## config.mk

```make
export PLATFORM = sky130hd
export DESIGN_NAME = bin2bcd_disp_flat
export DESIGN_NICKNAME = d
export VERILOG_FILES = /design/src/rtl/bin2bcd_disp_if.sv /design/src/rtl/bin2bcd_disp.sv /design/src/flat_wrapper.sv
export SDC_FILE = /design/constraint.sdc
export NUM_CORES = 1
export LEC_CHECK = 0
export CAP_MARGIN = 20
export CORE_MARGIN = 4
export CORE_UTILIZATION = 41
export DETAILED_ROUTE_END_ITERATION = 10
export PLACE_DENSITY_LB_ADDON = 0.3
export SYNTH_ARGS = -nofsm -noshare
export SYNTH_HDL_FRONTEND = slang
export SYNTH_SLANG_ARGS = --single-unit
```

## constraint.sdc

```tcl
create_clock -name clk -period 2.4 [get_ports clk]
set_input_delay 0.48 -clock clk [delete_from_list [all_inputs] [get_ports clk]]
set_output_delay 0.48 -clock clk [all_outputs]
set_load 0.05 [all_outputs]
```

## src/rtl/bin2bcd_disp_if.sv

```systemverilog
// Input handshake bundle for bin2bcd_disp: binary value plus valid/ready.
// No latency of its own; purely a grouping of wires.
// Producer holds in_valid/in_data until in_ready is seen high on a clock edge.
interface bin2bcd_disp_if #(
    parameter int IN_W = 32
);
    logic            in_valid;
    logic            in_ready;
    logic [IN_W-1:0] in_data;

    // Upstream side: offers a value and watches for acceptance.
    modport master (
        output in_valid,
        output in_data,
        input  in_ready
    );

    // Converter side: consumes the value and reports readiness.
    modport slave (
        input  in_valid,
        input  in_data,
        output in_ready
    );
endinterface

```

## src/rtl/bin2bcd_disp.sv

```systemverilog
// Sequential double-dabble binary-to-BCD converter driving a packed 7-segment display word.
// Latency: IN_W edges after acceptance for in-range values; one edge for out-of-range values.
// Backpressure: in_ready is low for the whole conversion; out-of-range inputs never stall.
module bin2bcd_disp #(
    parameter int IN_W   = 32,
    parameter int NDIGIT = 8
) (
    input  logic                  clk,
    input  logic                  rst,
    bin2bcd_disp_if.slave         in_if,
    output logic [4*NDIGIT-1:0]   disp_data,
    output logic                  ovf,
    output logic                  update
);

    // Largest value representable in NDIGIT decimal digits, widened so the
    // comparison against the input never truncates.
    function automatic logic [63:0] pow10(input int n);
        logic [63:0] v;
        v = 64'd1;
        for (int k = 0; k < n; k++) begin
            v = v * 64'd10;
        end
        return v;
    endfunction

    localparam logic [63:0]         MAXVAL = pow10(NDIGIT) - 64'd1;
    localparam int                  CNT_W  = (IN_W > 1) ? $clog2(IN_W) : 1;
    localparam logic [CNT_W-1:0]    LAST   = CNT_W'(IN_W - 1);
    localparam logic [4*NDIGIT-1:0] ALL_E  = {NDIGIT{4'hE}};

    typedef enum logic [0:0] {
        IDLE = 1'b0,
        CONV = 1'b1
    } state_t;

    state_t               state, state_nxt;
    logic [CNT_W-1:0]     cnt, cnt_nxt;
    logic [IN_W-1:0]      bin, bin_nxt;
    logic [4*NDIGIT-1:0]  bcd, bcd_nxt;
    logic [4*NDIGIT-1:0]  disp_nxt;
    logic                 ovf_nxt;
    logic                 update_nxt;

    logic                 accept;
    logic                 in_over;
    logic [4*NDIGIT-1:0]  bcd_shift;
    logic [IN_W-1:0]      bin_shift;
    logic [3:0]           digit_adj;
    logic                 carry;

    // Ready only while idle and out of reset, so nothing is taken on a reset edge.
    assign in_if.in_ready = (state == IDLE) && !rst;
    assign accept         = in_if.in_valid && (state == IDLE) && !rst;
    assign in_over        = 64'(in_if.in_data) > MAXVAL;
    assign bin_shift      = {bin[IN_W-2:0], 1'b0};

    // One double-dabble step: add 3 to every digit >= 5, then shift {bcd,bin} left by one.
    // The carry chain threads each digit's top bit into the next digit; the final carry
    // out of the top digit is dropped because in-range inputs never produce it.
    always_comb begin
        bcd_shift = '0;
        digit_adj = 4'd0;
        carry     = bin[IN_W-1];
        for (int i = 0; i < NDIGIT; i++) begin
            digit_adj = bcd[4*i +: 4];
            if (digit_adj >= 4'd5) begin
                digit_adj = digit_adj + 4'd3;
            end
            bcd_shift[4*i +: 4] = {digit_adj[2:0], carry};
            carry               = digit_adj[3];
        end
    end

    // Next-state and datapath decisions: accept/overflow in IDLE, iterate in CONV.
    always_comb begin
        state_nxt  = state;
        cnt_nxt    = cnt;
        bin_nxt    = bin;
        bcd_nxt    = bcd;
        disp_nxt   = disp_data;
        ovf_nxt    = ovf;
        update_nxt = 1'b0;

        case (state)
            IDLE: begin
                if (accept) begin
                    if (in_over) begin
                        // Out-of-range values show all 'E' at once and never leave IDLE.
                        disp_nxt   = ALL_E;
                        ovf_nxt    = 1'b1;
                        update_nxt = 1'b1;
                    end else begin
                        // Previous result stays on display until this conversion lands.
                        bin_nxt   = in_if.in_data;
                        bcd_nxt   = '0;
                        cnt_nxt   = '0;
                        state_nxt = CONV;
                    end
                end
            end
            CONV: begin
                bcd_nxt = bcd_shift;
                bin_nxt = bin_shift;
                cnt_nxt = cnt + 1'b1;
                if (cnt == LAST) begin
                    disp_nxt   = bcd_shift;
                    ovf_nxt    = 1'b0;
                    update_nxt = 1'b1;
                    cnt_nxt    = '0;
                    state_nxt  = IDLE;
                end
            end
            default: begin
                state_nxt = IDLE;
            end
        endcase
    end

    // State register.
    always_ff @(posedge clk) begin
        if (rst) begin
            state <= IDLE;
        end else begin
            state <= state_nxt;
        end
    end

    // Working registers and display outputs; reset aborts any conversion and blanks to zero.
    always_ff @(posedge clk) begin
        if (rst) begin
            cnt       <= '0;
            bin       <= '0;
            bcd       <= '0;
            disp_data <= '0;
            ovf       <= 1'b0;
            update    <= 1'b0;
        end else begin
            cnt       <= cnt_nxt;
            bin       <= bin_nxt;
            bcd       <= bcd_nxt;
            disp_data <= disp_nxt;
            ovf       <= ovf_nxt;
            update    <= update_nxt;
        end
    end

endmodule

```

## src/flat_wrapper.sv

```systemverilog
// flat-port wrapper written by rule: the top's interface ports become plain ports
module bin2bcd_disp_flat 
#(
    parameter int IN_W   = 32,
    parameter int NDIGIT = 8
)
  (clk, rst, disp_data, ovf, update, in_if_in_valid, in_if_in_data, in_if_in_ready);
  bin2bcd_disp_if #(.IN_W(IN_W)) in_if_i ();
  input  logic clk;
  input  logic rst;
  output logic [4*NDIGIT-1:0] disp_data;
  output logic ovf;
  output logic update;
  input wire logic [$bits(in_if_i.in_valid)-1:0] in_if_in_valid;
  input wire logic [$bits(in_if_i.in_data)-1:0] in_if_in_data;
  output wire logic [$bits(in_if_i.in_ready)-1:0] in_if_in_ready;
  assign in_if_i.in_valid = in_if_in_valid;
  assign in_if_i.in_data = in_if_in_data;
  assign in_if_in_ready = in_if_i.in_ready;
  bin2bcd_disp #(.IN_W(IN_W), .NDIGIT(NDIGIT)) u_core (.clk(clk), .rst(rst), .in_if(in_if_i), .disp_data(disp_data), .ovf(ovf), .update(update));
endmodule
```

==> flow_summary.toml, run 1 <==
[setup_path]
cp.arrival_ns = 2.57
end_kind = "register"
r2r_start = "u_core.cnt[0]$_SDFFE_PP0P_"
cp-start-kind = "input port"
criticalPathCategory = "input port to register"
crit_required_ns = 2.68
worstPathMaxFanout = 17
cp-endpoint = "u_core.cnt[0]$_SDFFE_PP0P_"
rrSetupSlack_ns = 0.33
r2r-end = "u_core.disp_data[17]$_SDFFE_PP0P_"
reg2regPathDepth = 7
critPathLaunch = "in_if_in_data[18]"

[cts]
worst_skew_pair.late_latency_ns = 0.34
cts_root_buf = "clkbuf_16"
cts_made_buffers = 9
numClockSinks = 104
post_cts_buffers = 0
clock_path_buffers = 2
cts_tree = "built"
cts.clk_slew.worst_paths_ns = 0.07
ctsHoldBuffers = 0
cts_max_level = 3

[layout]
design_area_um2 = 5902
nets = 632
diodes = 0
syn_to_final_growth_pct = 27.87
fill_cells = 998
drive_gt1_share_pct = 9.760

[worst_hold_path]
min_path_type = "register to register"

[timing]
worst-slew-pin-transition_ns = 0.7418
hold_viol_final = 0
slew_headroom_pct = 50.49
rsz0062_at_grt = "yes"
period_share_pct = 95.23
timing.final.max_slew_violations = 0
setup_viol = 0
finalCriticalPeriod_ns = 2.286
fin_tns_setup_ns = 0
fmax_mhz = 437.5
clock_skew_ns = 0.004975

[logic_synthesis]
synth_nets = 559
ys_warn_count = 0
post_synth_instance_area_um2 = 4616
synth_edf_count = 0
avgSynthCellArea_um2 = 9.122
synth_ff_type = "dfxtp_1"
seq_area_frac_synth_pct = 45.11
yosys.area.top_type = "dfxtp_1"
ys_types = 37
yosys-top-cells-area = "dfxtp_1 (45%), mux2i_1 (8.0%), ha_1 (4.9%), nand2_1 (4.6%), a21oi_1 (4.4%)"
synth.top_cell.area_share_pct = 45.11
ys_async_sr_fraction_pct = 0
ys_ff_latch = 104
postSynthCellCount = 506

[floorplanning]
boundaryPins = 70
dieArea_um2 = 13020
core_area_um2 = 10940
start_util_pct = 42.21
die_h_um = 114.1
num_rows = 38
die_width_um = 114.1

[grt]
grt_pass1_vias = 3721
grt_pass1_wl_um = 17670
overflow = 0
antenna_found_initial = 0
grtUsageTotal_pct = 16.63
grt_max_degree = 51

[route]
drt_iter0_markers = 169
wire_per_inst_um = 14.65
drc_errors = 0
num_vias = 3862
dr.pass1.iters = 4
postRouteAntennaNets = 0
routed_wl_um = 10610
viasPerCell = 5.334

[place]
dp_hpwl_um = 7576
io_buffers = 69
dpl_cell_area_um2 = 5564
gp_congestion = 0.8496

[status]
status = "finished clean"

[power_and_ir_drop]
vdd_drop_max_mv = 0.3320
p_leak_nw = 2.125
power_density_nw_per_um2 = 615.8

[run]
cap_violations = 0
==> cells in the final DEF (no fill, tap or decap), types with 3 or more instances in the layout <==
master           synthesis  routed
mux2i_1                 37      37
a21oi_1                 41      41
clkinvlp_4               0       4
ha_1                    18      18
inv_1                   19      19
nand3_1                  3       3
or3b_2                   6       6
nor3b_1                 13      13
buf_4                    0      23
nand2_1                 57      57
clkdlybuf4s50_1          0      68
o22ai_1                 13      13
a211oi_1                 5       4
nand2b_1                17      17
xnor2_1                  9       9
a31oi_1                  9       9
nor2_1                  30      29
o21ai_0                 36      36
dfxtp_1                104     104
or3b_1                   3       3
a221oi_1                12      12
a22o_1                  23      23
clkbuf_16                0       9
buf_12                   0       3
==> report_power, final <==
group          switching [W]  internal [W]
Sequential         0.0000186       0.00176
Combinational       0.000212      0.000159
Clock               0.000647      0.000839
==> per-stage QoR <==
stage	std cells	hold slack (ns)	power [W]	util, %	setup slack (ns)
final	724	0.4547	0.003635	53.97	0.1144
after global routing	724	0.4830	0.003762	53.97	-0.03777
after CTS	723	0.4576	0.003664	53.70	0.09596
after detailed placement	707	0.4421	0.002191	50.88	-0.2509
after global placement	707	0.4343	0.002187	50.88	-0.2397
after floorplan	506	0.4244	0.002013	-	0.3923
==> synth_stat cells, types with 2 or more instances <==
cell / number
dfxtp_1: 104
nand2_1: 57
a21oi_1: 41
mux2i_1: 37
o21ai_0: 36
nor2_1: 30
clkbuf_1: 24
a22o_1: 23
inv_1: 19
ha_1: 18
nand2b_1: 17
nor3b_1: 13
o22ai_1: 13
a221oi_1: 12
a31oi_1: 9
xnor2_1: 9
or3b_2: 6
a211oi_1: 5
buf_2: 5
buf_6: 4
nand3_1: 3
or3b_1: 3
a311oi_1: 2
nand4_1: 2
nor4_1: 2
==> worst max-delay path, cell delays in order <==
cell	delay [ns]
clkdlybuf4s50_1	0.47
or3b_1	0.35
a211oi_2	0.27
a211oi_4	0.12
nor2_2	0.58
mux2_2	0.28
==> cell families after synthesis <==
kind of cell | Yosys count | share of synthesized area (%)
AOI/OAI and AO/OA | 144 | 19.87
xor gates and xnor gates | 9 | 1.708
adders and majority gates | 18 | 4.879
buffers and inverters | 52 | 5.015
DFF | 104 | 45.11
muxes | 38 | 8.268
and+or+nand+nor | 141 | 15.15
==> sequential cells by signal, summed over array words and instances (netlist names) <==
name and count:
u_core.update 1, u_core.disp_data 32, u_core.ovf 1, u_core.bin 32
u_core.state 1, u_core.bcd 32, u_core.cnt 5
==> cell type report <==
cell class / count / area (um2) / area share (%)
multi-input combinational: 350 / 2325 / 39.39
sequential: 104 / 2082 / 35.28
timing repair buffer: 95 / 940.9 / 15.94
clock buffer: 10 / 239.0 / 4.049
tap: 140 / 175.2 / 2.968
inverter: 19 / 71.32 / 1.208
clock inverter: 6 / 68.82 / 1.166
==> what timing repair did <==
| action | 4_1_cts | 5_1_grt |
|---|---|---|
| endpoints found under the setup margin | 0 | 19 |
| hold endpoints to repair | 0 | 0 |
| gates resized for setup | 0 | 1 |
==> worst min path at each step <==
stage / slack [ns] / cells past startpoint / end / from
2_1_floorplan: 0.42 / 2 / u_core.bin[10]$_SDFFE_PP0P_ / u_core.bin[9]$_SDFFE_PP0P_
3_3_place_gp: 0.43 / 2 / u_core.bin[3]$_SDFFE_PP0P_ / u_core.bin[2]$_SDFFE_PP0P_
3_5_place_dp: 0.44 / 2 / u_core.bin[3]$_SDFFE_PP0P_ / u_core.bin[2]$_SDFFE_PP0P_
4_1_cts: 0.46 / 2 / u_core.bin[3]$_SDFFE_PP0P_ / u_core.bin[2]$_SDFFE_PP0P_
5_1_grt: 0.48 / 2 / u_core.bin[4]$_SDFFE_PP0P_ / u_core.bin[3]$_SDFFE_PP0P_
6_report: 0.45 / 2 / u_core.bin[11]$_SDFFE_PP0P_ / u_core.bin[10]$_SDFFE_PP0P_
==> per-layer routing <==
layer	vias up	part of all wire, %	GRT usage (%)
met5	-	0	0
met4	0	1.4	4.671
met3	10	4.8	3.805
met2	83	48	27.79
met1	1823	46	21.59
li1	1946	-	-
(Power assumes the default switching activity.)
==> run 2: changes to the inputs <==
- CTS_BUF_LIST: not set -> sky130_fd_sc_hd__clkbuf_4
==> run 2 against run 1 <==
Sequential cell count unchanged. Largest power group unchanged. Via count decreased by 0.54%. Critical path depth decreased by 2. Sequential power is essentially flat. Sequential share of layout area up 1.0 points. Highest routed layer unchanged.
==> flow_summary.toml, run 2 (synthesis results as in run 1) <==
[cts]
cts_tree = "built"
worst_skew_pair.late_latency_ns = 0.45
clock_path_buffers = 2
cts_root_buf = "clkbuf_4"
ctsResizeCount = 0
cts.clk_slew.worst_paths_ns = 0.15
cts_max_level = 3
cts_made_buffers = 9
ctsHoldBuffers = 0
numClockSinks = 104
post_cts_buffers = 0

[layout]
final_cell_mix = "dfxtp_1 (104), clkdlybuf4s50_1 (68), nand2_1 (57)"
syn_to_final_growth_pct = 24.18
design_area_um2 = 5732
final_core_utilization_pct = 52.41
fill_cells = 1023
reg_top3 = "u_core.bcd: 32 flops, u_core.bin: 32 flops, u_core.disp_data: 32 flops"
final_common_cell = "dfxtp_1"
nets = 632
drive_gt1_share_pct = 9.418
diodes = 0

[floorplanning]
dieArea_um2 = 13020
core_area_um2 = 10940
die_h_um = 114.1
die_width_um = 114.1
boundaryPins = 70
num_rows = 38
start_util_pct = 42.21

[setup_path]
cp_cell_sequence = "clkdlybuf4s50_1, or2_2, inv_1, buf_12"
worstPathMaxFanout = 5
crit_required_ns = 1.92
criticalPathCategory = "input port to output pin"
cp.arrival_ns = 1.72
cp-start-kind = "input port"
slowest_delay_ns = 0.47
critical-path-slowest-cell = "clkdlybuf4s50_1"
critPathBufInv = 3
end_kind = "output pin"
critPathTopFamily = "buffers and inverters"

[timing]
slew_headroom_pct = 48.30
timing.final.max_slew_violations = 0
rsz0062_at_grt = "no"
fmax_mhz = 454.2
hold_viol_final = 0
worst-slew-pin-transition_ns = 0.7746
finalCriticalPeriod_ns = 2.202
fin_tns_setup_ns = 0
setup_viol = 0
period_share_pct = 91.73
clock_skew_ns = 0.01727

[route]
postRouteAntennaNets = 0
routed_wl_um = 10630
dr.pass1.iters = 4
drt_iter0_markers = 192
viasPerCell = 5.305
num_vias = 3841
wire_per_inst_um = 14.69
drc_errors = 0

[grt]
grt_max_degree = 51
grtUsageTotal_pct = 16.42
overflow = 0
grt_pass1_wl_um = 17490
antenna_found_initial = 0
grt_pass1_vias = 3666

[run]
cap_violations = 0

[place]
dp_hpwl_um = 7576
io_buffers = 69
dpl_cell_area_um2 = 5564
gp_congestion = 0.8496

[power_and_ir_drop]
p_leak_nw = 2.050
power_density_nw_per_um2 = 531.1
vdd_drop_max_mv = 0.2945
p_total_w = 0.003044

[status]
status = "finished clean"

[worst_hold_path]
min_path_type = "register to register"
run 2: worst register-to-register path, stage by stage (launching register included):
cell and delay (ns):
dfxtp_1 0.39, ha_1 0.19, and3_1 0.18, ha_1 0.34, and2_1 0.17, buf_4 0.34
nor2_1 0.10, a221oi_1 0.29
run 2: layer usage:
layer	global-route usage (%)	vias to the layer above	part of all wire, %
li1	-	1950	-
met1	21.28	1792	46
met2	27.52	88	47
met3	4.123	11	5.5
met4	4.038	0	1.4
met5	0	-	0
run 2: final timing paths:
check | start | endpoint | slack (ns) | cells after the start
min | u_core.ovf$_SDFFE_PP0P_ | u_core.ovf$_SDFFE_PP0P_ | 0.47 | 2
max reg2reg | u_core.cnt[0]$_SDFFE_PP0P_ | u_core.disp_data[13]$_SDFFE_PP0P_ | 0.34 | 7
min reg2reg | u_core.ovf$_SDFFE_PP0P_ | u_core.ovf$_SDFFE_PP0P_ | 0.47 | 2
max | rst | in_if_in_ready | 0.20 | 4
run 2: power by group:
group,switching [W],internal [W]
sequential,0.0000185,0.00176
combinational,0.000212,0.000159
clock,0.000577,0.000315
total,0.000808,0.00224
run 2: final cells by class:
| cell class | count | area, um2 | area share (%) |
|---|---|---|---|
| clock buffers | 9 | 67.56 | 1.179 |
| clock inverters | 7 | 72.57 | 1.266 |
| inverters | 19 | 71.32 | 1.244 |
| multi-input cells | 350 | 2322 | 40.52 |
| flip-flops and latches | 104 | 2082 | 36.32 |
| well taps | 140 | 175.2 | 3.056 |
| repair buffers | 95 | 940.9 | 16.42 |
run 2: stage by stage:
| stage | setup slack, ns | cells | hold WS, ns |
|---|---|---|---|
| final | 0.1984 | 724 | 0.4677 |
| after global routing | 0.08356 | 724 | 0.4956 |
| after CTS | 0.2116 | 723 | 0.4711 |
| after detailed placement | -0.2509 | 707 | 0.4421 |
| after global placement | -0.2397 | 707 | 0.4343 |
| after floorplan | 0.3923 | 506 | 0.4244 |
==> run 3: changes to the inputs <==
- ABC_CLOCK_PERIOD_IN_PS: not set -> 2400
==> results of run 3 <==
Same layout as run 2: the final DEF is identical, and so are final timing and power.
